File: config.mk
export PLATFORM = sky130hd
export DESIGN_NAME = win_screen_ctrl_flat
export DESIGN_NICKNAME = d
export VERILOG_FILES = /design/src/rtl/win_screen_ctrl_if.sv /design/src/rtl/win_screen_ctrl.sv /design/src/flat_wrapper.sv
export SDC_FILE = /design/constraint.sdc
export NUM_CORES = 1
export LEC_CHECK = 0
export CORE_ASPECT_RATIO = 1.4
export CORE_MARGIN = 3
export CORE_UTILIZATION = 60
export DETAILED_ROUTE_END_ITERATION = 10
export PLACE_DENSITY_LB_ADDON = 0.12
export SETUP_SLACK_MARGIN = 0.4
export SLEW_MARGIN = 20
export SYNTH_ARGS = -nofsm -noshare
export SYNTH_HDL_FRONTEND = slang
export SYNTH_SLANG_ARGS = --single-unit
File: constraint.sdc
create_clock -name clk -period 4.95 [get_ports clk]
set_clock_uncertainty 0.1 [all_clocks]
set_input_delay 0.7425 -clock clk [delete_from_list [all_inputs] [get_ports clk]]
set_output_delay 0.7425 -clock clk [all_outputs]
set_load 0.1 [all_outputs]
File: src/rtl/win_screen_ctrl_if.sv
// Signal bundle between the game logic / VGA timing and the win-screen controller.
// The master side drives sync, mate and button levels; the slave side
// (the controller) drives the overlay flags and the game control outputs.
interface win_screen_ctrl_if;
  logic vsync;
  logic white_mate;
  logic black_mate;
  logic restart_btn;
  logic white_win;
  logic black_win;
  logic game_active;
  logic new_game;

  modport master (
    output vsync, white_mate, black_mate, restart_btn,
    input  white_win, black_win, game_active, new_game
  );

  modport slave (
    input  vsync, white_mate, black_mate, restart_btn,
    output white_win, black_win, game_active, new_game
  );
endinterface

File: src/rtl/win_screen_ctrl.sv
// Win-screen sequencer: latches the winner on checkmate, blinks the winner
// flag for BLINK_COUNT on/off cycles of BLINK_FRAMES frames each, holds it
// steady for HOLD_FRAMES frames, then waits for a fresh restart press and
// issues a one-clock new_game pulse.
module win_screen_ctrl #(
  parameter int BLINK_FRAMES = 30,
  parameter int BLINK_COUNT  = 3,
  parameter int HOLD_FRAMES  = 180
) (
  input  logic clk,
  input  logic rst,
  win_screen_ctrl_if.slave bus
);

  localparam logic [2:0] IDLE      = 3'd0;
  localparam logic [2:0] BLINK_ON  = 3'd1;
  localparam logic [2:0] BLINK_OFF = 3'd2;
  localparam logic [2:0] HOLD      = 3'd3;
  localparam logic [2:0] WAIT_BTN  = 3'd4;
  localparam logic [2:0] CLEAR     = 3'd5;

  localparam logic [9:0] BLINK_LAST = 10'(BLINK_FRAMES - 1);
  localparam logic [9:0] HOLD_LAST  = 10'(HOLD_FRAMES - 1);
  localparam logic [3:0] COUNT_LAST = 4'(BLINK_COUNT - 1);

  logic [2:0] state, state_nxt;
  logic [9:0] frame_cnt, frame_nxt;
  logic [3:0] blink_cnt, blink_nxt;
  logic       winner_white, winner_nxt;
  logic       vsync_q, btn_q;
  logic       frame_tick, btn_rise, show_flag;
  logic       white_win_q, black_win_q, game_active_q, new_game_q;

  assign frame_tick = bus.vsync & ~vsync_q;
  assign btn_rise   = bus.restart_btn & ~btn_q;

  // Next-state, counter and winner-latch logic.
  always_comb begin
    // NOTE: every variable gets a default first so no path leaves it unassigned (no latch).
    state_nxt  = state;
    frame_nxt  = frame_cnt;
    blink_nxt  = blink_cnt;
    winner_nxt = winner_white;
    case (state)
      IDLE: begin
        if (bus.white_mate || bus.black_mate) begin
          winner_nxt = bus.white_mate;  // white wins a tie
          frame_nxt  = '0;
          blink_nxt  = '0;
          state_nxt  = BLINK_ON;
        end
      end
      BLINK_ON: begin
        if (frame_tick) begin
          if (frame_cnt == BLINK_LAST) begin
            frame_nxt = '0;
            state_nxt = BLINK_OFF;
          end else begin
            frame_nxt = frame_cnt + 10'd1;
          end
        end
      end
      BLINK_OFF: begin
        if (frame_tick) begin
          if (frame_cnt == BLINK_LAST) begin
            frame_nxt = '0;
            if (blink_cnt == COUNT_LAST) begin
              state_nxt = HOLD;
            end else begin
              blink_nxt = blink_cnt + 4'd1;
              state_nxt = BLINK_ON;
            end
          end else begin
            frame_nxt = frame_cnt + 10'd1;
          end
        end
      end
      HOLD: begin
        if (frame_tick) begin
          if (frame_cnt == HOLD_LAST) begin
            frame_nxt = '0;
            state_nxt = WAIT_BTN;
          end else begin
            frame_nxt = frame_cnt + 10'd1;
          end
        end
      end
      WAIT_BTN: begin
        // btn_q tracks the button in every state, so a button already held
        // on entry produces no rising edge here.
        if (btn_rise) state_nxt = CLEAR;
      end
      CLEAR: begin
        winner_nxt = 1'b0;
        state_nxt  = IDLE;
      end
      default: state_nxt = IDLE;
    endcase
  end

  // Winner flag is visible in the "on" states only; loser flag never.
  assign show_flag = (state_nxt == BLINK_ON) || (state_nxt == HOLD) ||
                     (state_nxt == WAIT_BTN);

  // State, counters, edge registers and registered outputs.
  always_ff @(posedge clk or posedge rst) begin
    if (rst) begin
      state         <= IDLE;
      frame_cnt     <= '0;
      blink_cnt     <= '0;
      winner_white  <= 1'b0;
      vsync_q       <= 1'b0;
      btn_q         <= 1'b0;
      white_win_q   <= 1'b0;
      black_win_q   <= 1'b0;
      game_active_q <= 1'b1;
      new_game_q    <= 1'b0;
    end else begin
      // NOTE: non-blocking assignments so every register samples pre-edge values.
      state         <= state_nxt;
      frame_cnt     <= frame_nxt;
      blink_cnt     <= blink_nxt;
      winner_white  <= winner_nxt;
      vsync_q       <= bus.vsync;
      btn_q         <= bus.restart_btn;
      white_win_q   <= show_flag & winner_nxt;
      black_win_q   <= show_flag & ~winner_nxt;
      game_active_q <= (state_nxt == IDLE);
      new_game_q    <= (state_nxt == CLEAR);
    end
  end

  assign bus.white_win   = white_win_q;
  assign bus.black_win   = black_win_q;
  assign bus.game_active = game_active_q;
  assign bus.new_game    = new_game_q;

endmodule

File: src/flat_wrapper.sv
// flat-port wrapper written by rule: the top's interface ports become plain ports
module win_screen_ctrl_flat 
#(
  parameter int BLINK_FRAMES = 30,
  parameter int BLINK_COUNT  = 3,
  parameter int HOLD_FRAMES  = 180
)
  (clk, rst, bus_vsync, bus_white_mate, bus_black_mate, bus_restart_btn, bus_white_win, bus_black_win, bus_game_active, bus_new_game);
  win_screen_ctrl_if bus_i ();
  input  logic clk;
  input  logic rst;
  input wire logic [$bits(bus_i.vsync)-1:0] bus_vsync;
  input wire logic [$bits(bus_i.white_mate)-1:0] bus_white_mate;
  input wire logic [$bits(bus_i.black_mate)-1:0] bus_black_mate;
  input wire logic [$bits(bus_i.restart_btn)-1:0] bus_restart_btn;
  output wire logic [$bits(bus_i.white_win)-1:0] bus_white_win;
  output wire logic [$bits(bus_i.black_win)-1:0] bus_black_win;
  output wire logic [$bits(bus_i.game_active)-1:0] bus_game_active;
  output wire logic [$bits(bus_i.new_game)-1:0] bus_new_game;
  assign bus_i.vsync = bus_vsync;
  assign bus_i.white_mate = bus_white_mate;
  assign bus_i.black_mate = bus_black_mate;
  assign bus_i.restart_btn = bus_restart_btn;
  assign bus_white_win = bus_i.white_win;
  assign bus_black_win = bus_i.black_win;
  assign bus_game_active = bus_i.game_active;
  assign bus_new_game = bus_i.new_game;
  win_screen_ctrl #(.BLINK_FRAMES(BLINK_FRAMES), .BLINK_COUNT(BLINK_COUNT), .HOLD_FRAMES(HOLD_FRAMES)) u_core (.clk(clk), .rst(rst), .bus(bus_i));
endmodule
==> results by stage <==
Status:
- The flow ran to the end, and the final reports show no timing, DRC or antenna violations.

Yosys:
- When the netlist entered floorplanning its net count stood at 168.
- The average cell area after synthesis is 9.20 sq um.
- The post-synthesis instance area is 1450 sq um.
- For this run, the register share of the synthesized area comes to 41.4%.
- Yosys mapped the design onto 45 distinct sky130hd cell types.
- After synthesis the netlist holds a flip-flop and latch count of 24.
- Synthesis produced 158 cells.
- For this run, the leading register cell type out of synthesis is sky130_fd_sc_hd__dfrtp_1.
- Yosys printed 0 warnings.
- The number of synthesized flops with an enable pin is 0.
- The fraction of synthesis flops using an asynchronous set or reset pin is 100%.

Global routing:
- The number of global-route vias before repair is 1131.
- The global-route wire length before repair is 4890 microns.
- Across every metal layer, demand over resource in global routing totals 21.7%.
- The maximum number of pins on one net before global-route repair is 25.
- For this run the aggregate overflow at the end of global routing stands at 0.
- The number of antenna violations at the first check in global routing is 0.

Layout:
- Cells with a size suffix above 1 make up 8.13% of the layout.
- From synthesis to final layout, the design area changed by 5.42%.
- In the final design database the tool counted 171 nets.
- 0 antenna diodes ended up in the layout.
- After filler insertion, the fill cell instance count of the layout stands at 171.

Clocking:
- In this run the post-CTS setup repair buffer count came out at 0.
- The clock slew seen by the registers of the worst setup and hold paths is 0.15 ns.
- The total clock buffers created by CTS is 3.
- The number of gates resized after CTS was 0.
- Clock tree synthesis found a total of 24 sinks.
- The maximum level of the CTS H-tree is 1.
- TritonCTS built the clock tree.
- The clock latency reported for the late side of the worst-skew pair is 0.34 ns.
- In this run the clock root is driven by a sky130_fd_sc_hd__clkbuf_4.
- The count of hold buffers inserted by post-cts repair is 0.
- Counting along the longest clock path gives a buffer depth of 2.

Min path:
- The start point of the worst hold path is u_core.btn_q.
- The capture endpoint of the worst hold path is u_core.bus.new_game.
- The worst hold-check path type is reg -> reg.
- The number of cells on the worst hold path is 2.

Power:
- For this design the static power due to leakage is 0.000609 uW.
- The total power is 636 uW.
- The power density normalized to cell area is 415 nW/um^2.
- VDD sags by at most 0.380 mV.

Place:
- At the placement stage, the worst setup path has a slack of 2.35 ns.
- The wire-length estimate of the detail-placed layout is 1990 microns.
- Port buffering added 9 buffers.
- Routability-driven placement finished with a final weighted congestion of 0.845.

Drt:
- The routed via count is 1170.
- The average wire per cell in the routed design is 15.3 microns.
- The number of iterations in the first detailed-routing pass is 5.
- The post-route DRC violation count is 0.
- The DRC marker count from the first detailed-route iteration is 44.
- The routed design has 2790 microns of wire.
- The count of nets left with antenna violations once routing finished came out at 0.
- After detailed routing, the number of vias per cell comes to 6.43.

STA:
- The headroom to the max-slew limit is 35.4%.
- Setup total negative slack on the finished layout was measured at 0 ns.
- For the pin with the worst max-slew slack, the measured transition is 0.965 ns.
- The final worst-path cycle share is 57.5%.
- The max-slew violation count was 0.
- The final critical path time including I/O delays and setup is 2.85 ns.
- In the post-route analysis, the smallest setup slack over all paths is 2.10 ns.
- The count of endpoints failing hold in the final timing report came to 0.
- Setup repair after global routing left no endpoint under its margin.
- Static timing analysis puts the maximum clock frequency at 351 MHz.
- The setup-violating endpoint count in the final report is 0.

Setup path:
- The kind of cell with the highest combined delay along the critical path is buffers and inverters.
- STA classifies the critical path startpoint as a register.
- The total buffers and inverters traversed by the critical path is 1.
- The critical path is of the reg -> out type.
- The critical path capture point type is a primary output.
- The number of cells on the worst reg-to-reg path is 7.
- The critical register-to-register path endpoint is u_core.frame_cnt[0].
- The peak per-stage delay on the critical path is 1.12 ns.
- The critical path required time is 4.11 ns.
- The worst reg2reg path startpoint is u_core.frame_cnt[1].
- Traced cell by cell, the critical path runs through clkdlybuf4s50_1.
- The maximum fanout along the worst path is 1.
- The endpoint arrival time on the critical path is 2.00 ns.
- Among all stages on the critical path, the largest delay is contributed by sky130_fd_sc_hd__clkdlybuf4s50_1.
- The register-to-register setup slack is 2.54 ns.

Floorplan:
- For this design the top-level I/O count stands at 10.
- Measured along the x axis, the die boundary spans 47.6 microns.
- In this run the vertical extent of the chip is 64.2 microns.
- Once the floorplan was initialized, standard cells occupied 65.3% of the core.
- The floorplan step defined a die boundary enclosing 3060 sq um.
- The number of core rows is 20.
- The core region is 2230 sq um.

Job:
- The reported max-cap violation count is 0.
[layout by cell type (no fill, tap or decap), types with 2 or more instances in the layout]
cell type,Yosys,routed
sky130_fd_sc_hd__dfrtp_1,23,23
sky130_fd_sc_hd__o22ai_1,4,4
sky130_fd_sc_hd__nor3b_1,2,2
sky130_fd_sc_hd__nor4_1,2,2
sky130_fd_sc_hd__nor2_1,18,18
sky130_fd_sc_hd__nor2b_1,2,2
sky130_fd_sc_hd__or2_1,2,2
sky130_fd_sc_hd__xor2_1,2,2
sky130_fd_sc_hd__nand4_1,7,7
sky130_fd_sc_hd__a21o_1,2,2
sky130_fd_sc_hd__nand2_1,14,14
sky130_fd_sc_hd__mux2i_1,3,3
sky130_fd_sc_hd__clkbuf_4,0,3
sky130_fd_sc_hd__o21ai_0,4,4
sky130_fd_sc_hd__ha_1,4,4
sky130_fd_sc_hd__a21oi_1,3,3
sky130_fd_sc_hd__nor3_1,5,5
sky130_fd_sc_hd__o21ai_1,3,3
sky130_fd_sc_hd__a31oi_1,7,7
sky130_fd_sc_hd__inv_1,8,8
sky130_fd_sc_hd__a22oi_1,2,2
sky130_fd_sc_hd__clkdlybuf4s50_1,0,9
sky130_fd_sc_hd__nand3_1,9,9
sky130_fd_sc_hd__nand3b_1,2,2
[logic make-up (layout without fill, tap and decap cells)]
group,count (synthesis),after routing,share of synthesized area [%]
DFF,24,24,41.4
adders and majority gates,4,4,3.44
and+or+nand+nor,72,72,27.2
buffers and inverters,19,21,8.35
xor gates and xnor gates,3,3,1.81
AOI/OAI and AO/OA,33,33,15.7
muxes,3,3,2.07
[worst max-delay path by stage]
stage                                      start                   end  slack (ns)  depth (start not counted)
after floorplan                        bus_vsync  u_core.bus.white_win        3.03                          6
after global placement                 bus_vsync  u_core.bus.white_win        2.40                          6
after detailed placement               bus_vsync  u_core.bus.black_win        2.35                          6
after CTS                 u_core.bus.game_active       bus_game_active        2.10                          1
after global routing      u_core.bus.game_active       bus_game_active        2.05                          1
final                     u_core.bus.game_active       bus_game_active        2.10                          1
[flip-flops by register name, summed over array words and instances (netlist names)]
name and flops:
u_core.blink_cnt 4, u_core.winner_white 1, u_core.bus.white_win 1, u_core.vsync_q 1, u_core.btn_q 1, u_core.bus.game_active 1
u_core.bus.black_win 1, u_core.bus.new_game 1, u_core.state 3, u_core.frame_cnt 10
[synthesized netlist by cell type, drive strengths merged, types with 4 or more instances]
master | number | area (sq um)
a31oi | 7 | 43.8
buf | 11 | 91.3
dfrtp | 23 | 576
ha | 4 | 50.1
inv | 8 | 30.0
nand2 | 14 | 52.6
nand3 | 10 | 62.6
nand4 | 7 | 43.8
nor2 | 20 | 85.1
nor3 | 6 | 35.0
o21ai | 7 | 35.0
o22ai | 4 | 25.0
[final cells by class]
class                      count  area [sq um]  share of cell area [%]
clock inverter                 1          30.0                    1.96
inverter                       8          30.0                    1.96
sequential                    24           602                    39.3
timing repair buffer           9          90.1                    5.88
clock buffer                   3          22.5                    1.47
tap                           22          27.5                    1.80
multi-input combinational    115           731                    47.7
[metal layers]
layer / global-route usage, % / vias up / wire length, microns
met5: 0 / - / 0
met4: 9.76 / 0 / 69
met3: 2.54 / 7 / 99
met2: 35.7 / 35 / 1430
met1: 26.8 / 551 / 1180
li1: - / 577 / -
[through the flow]
step	area (sq um)	hold WS (ns)	utilization (%)	std cells
2_1_floorplan	1450	0.393	-	158
3_3_place_gp	1480	0.416	66.5	178
3_5_place_dp	1480	0.426	66.5	178
4_1_cts	1530	0.447	68.8	182
5_1_grt	1530	0.459	68.8	182
6_report	1530	0.444	68.8	182
[power by group]
part	total, uW	internal (uW)	switching (uW)	leakage [uW]
registers	281	232	48.5	0.000307
clock network	146	82.1	64.3	0.0000279
logic	209	72.2	137	0.000274
total	636	386	250	0.000609
No activity file was read; power rests on OpenSTA's default activity.
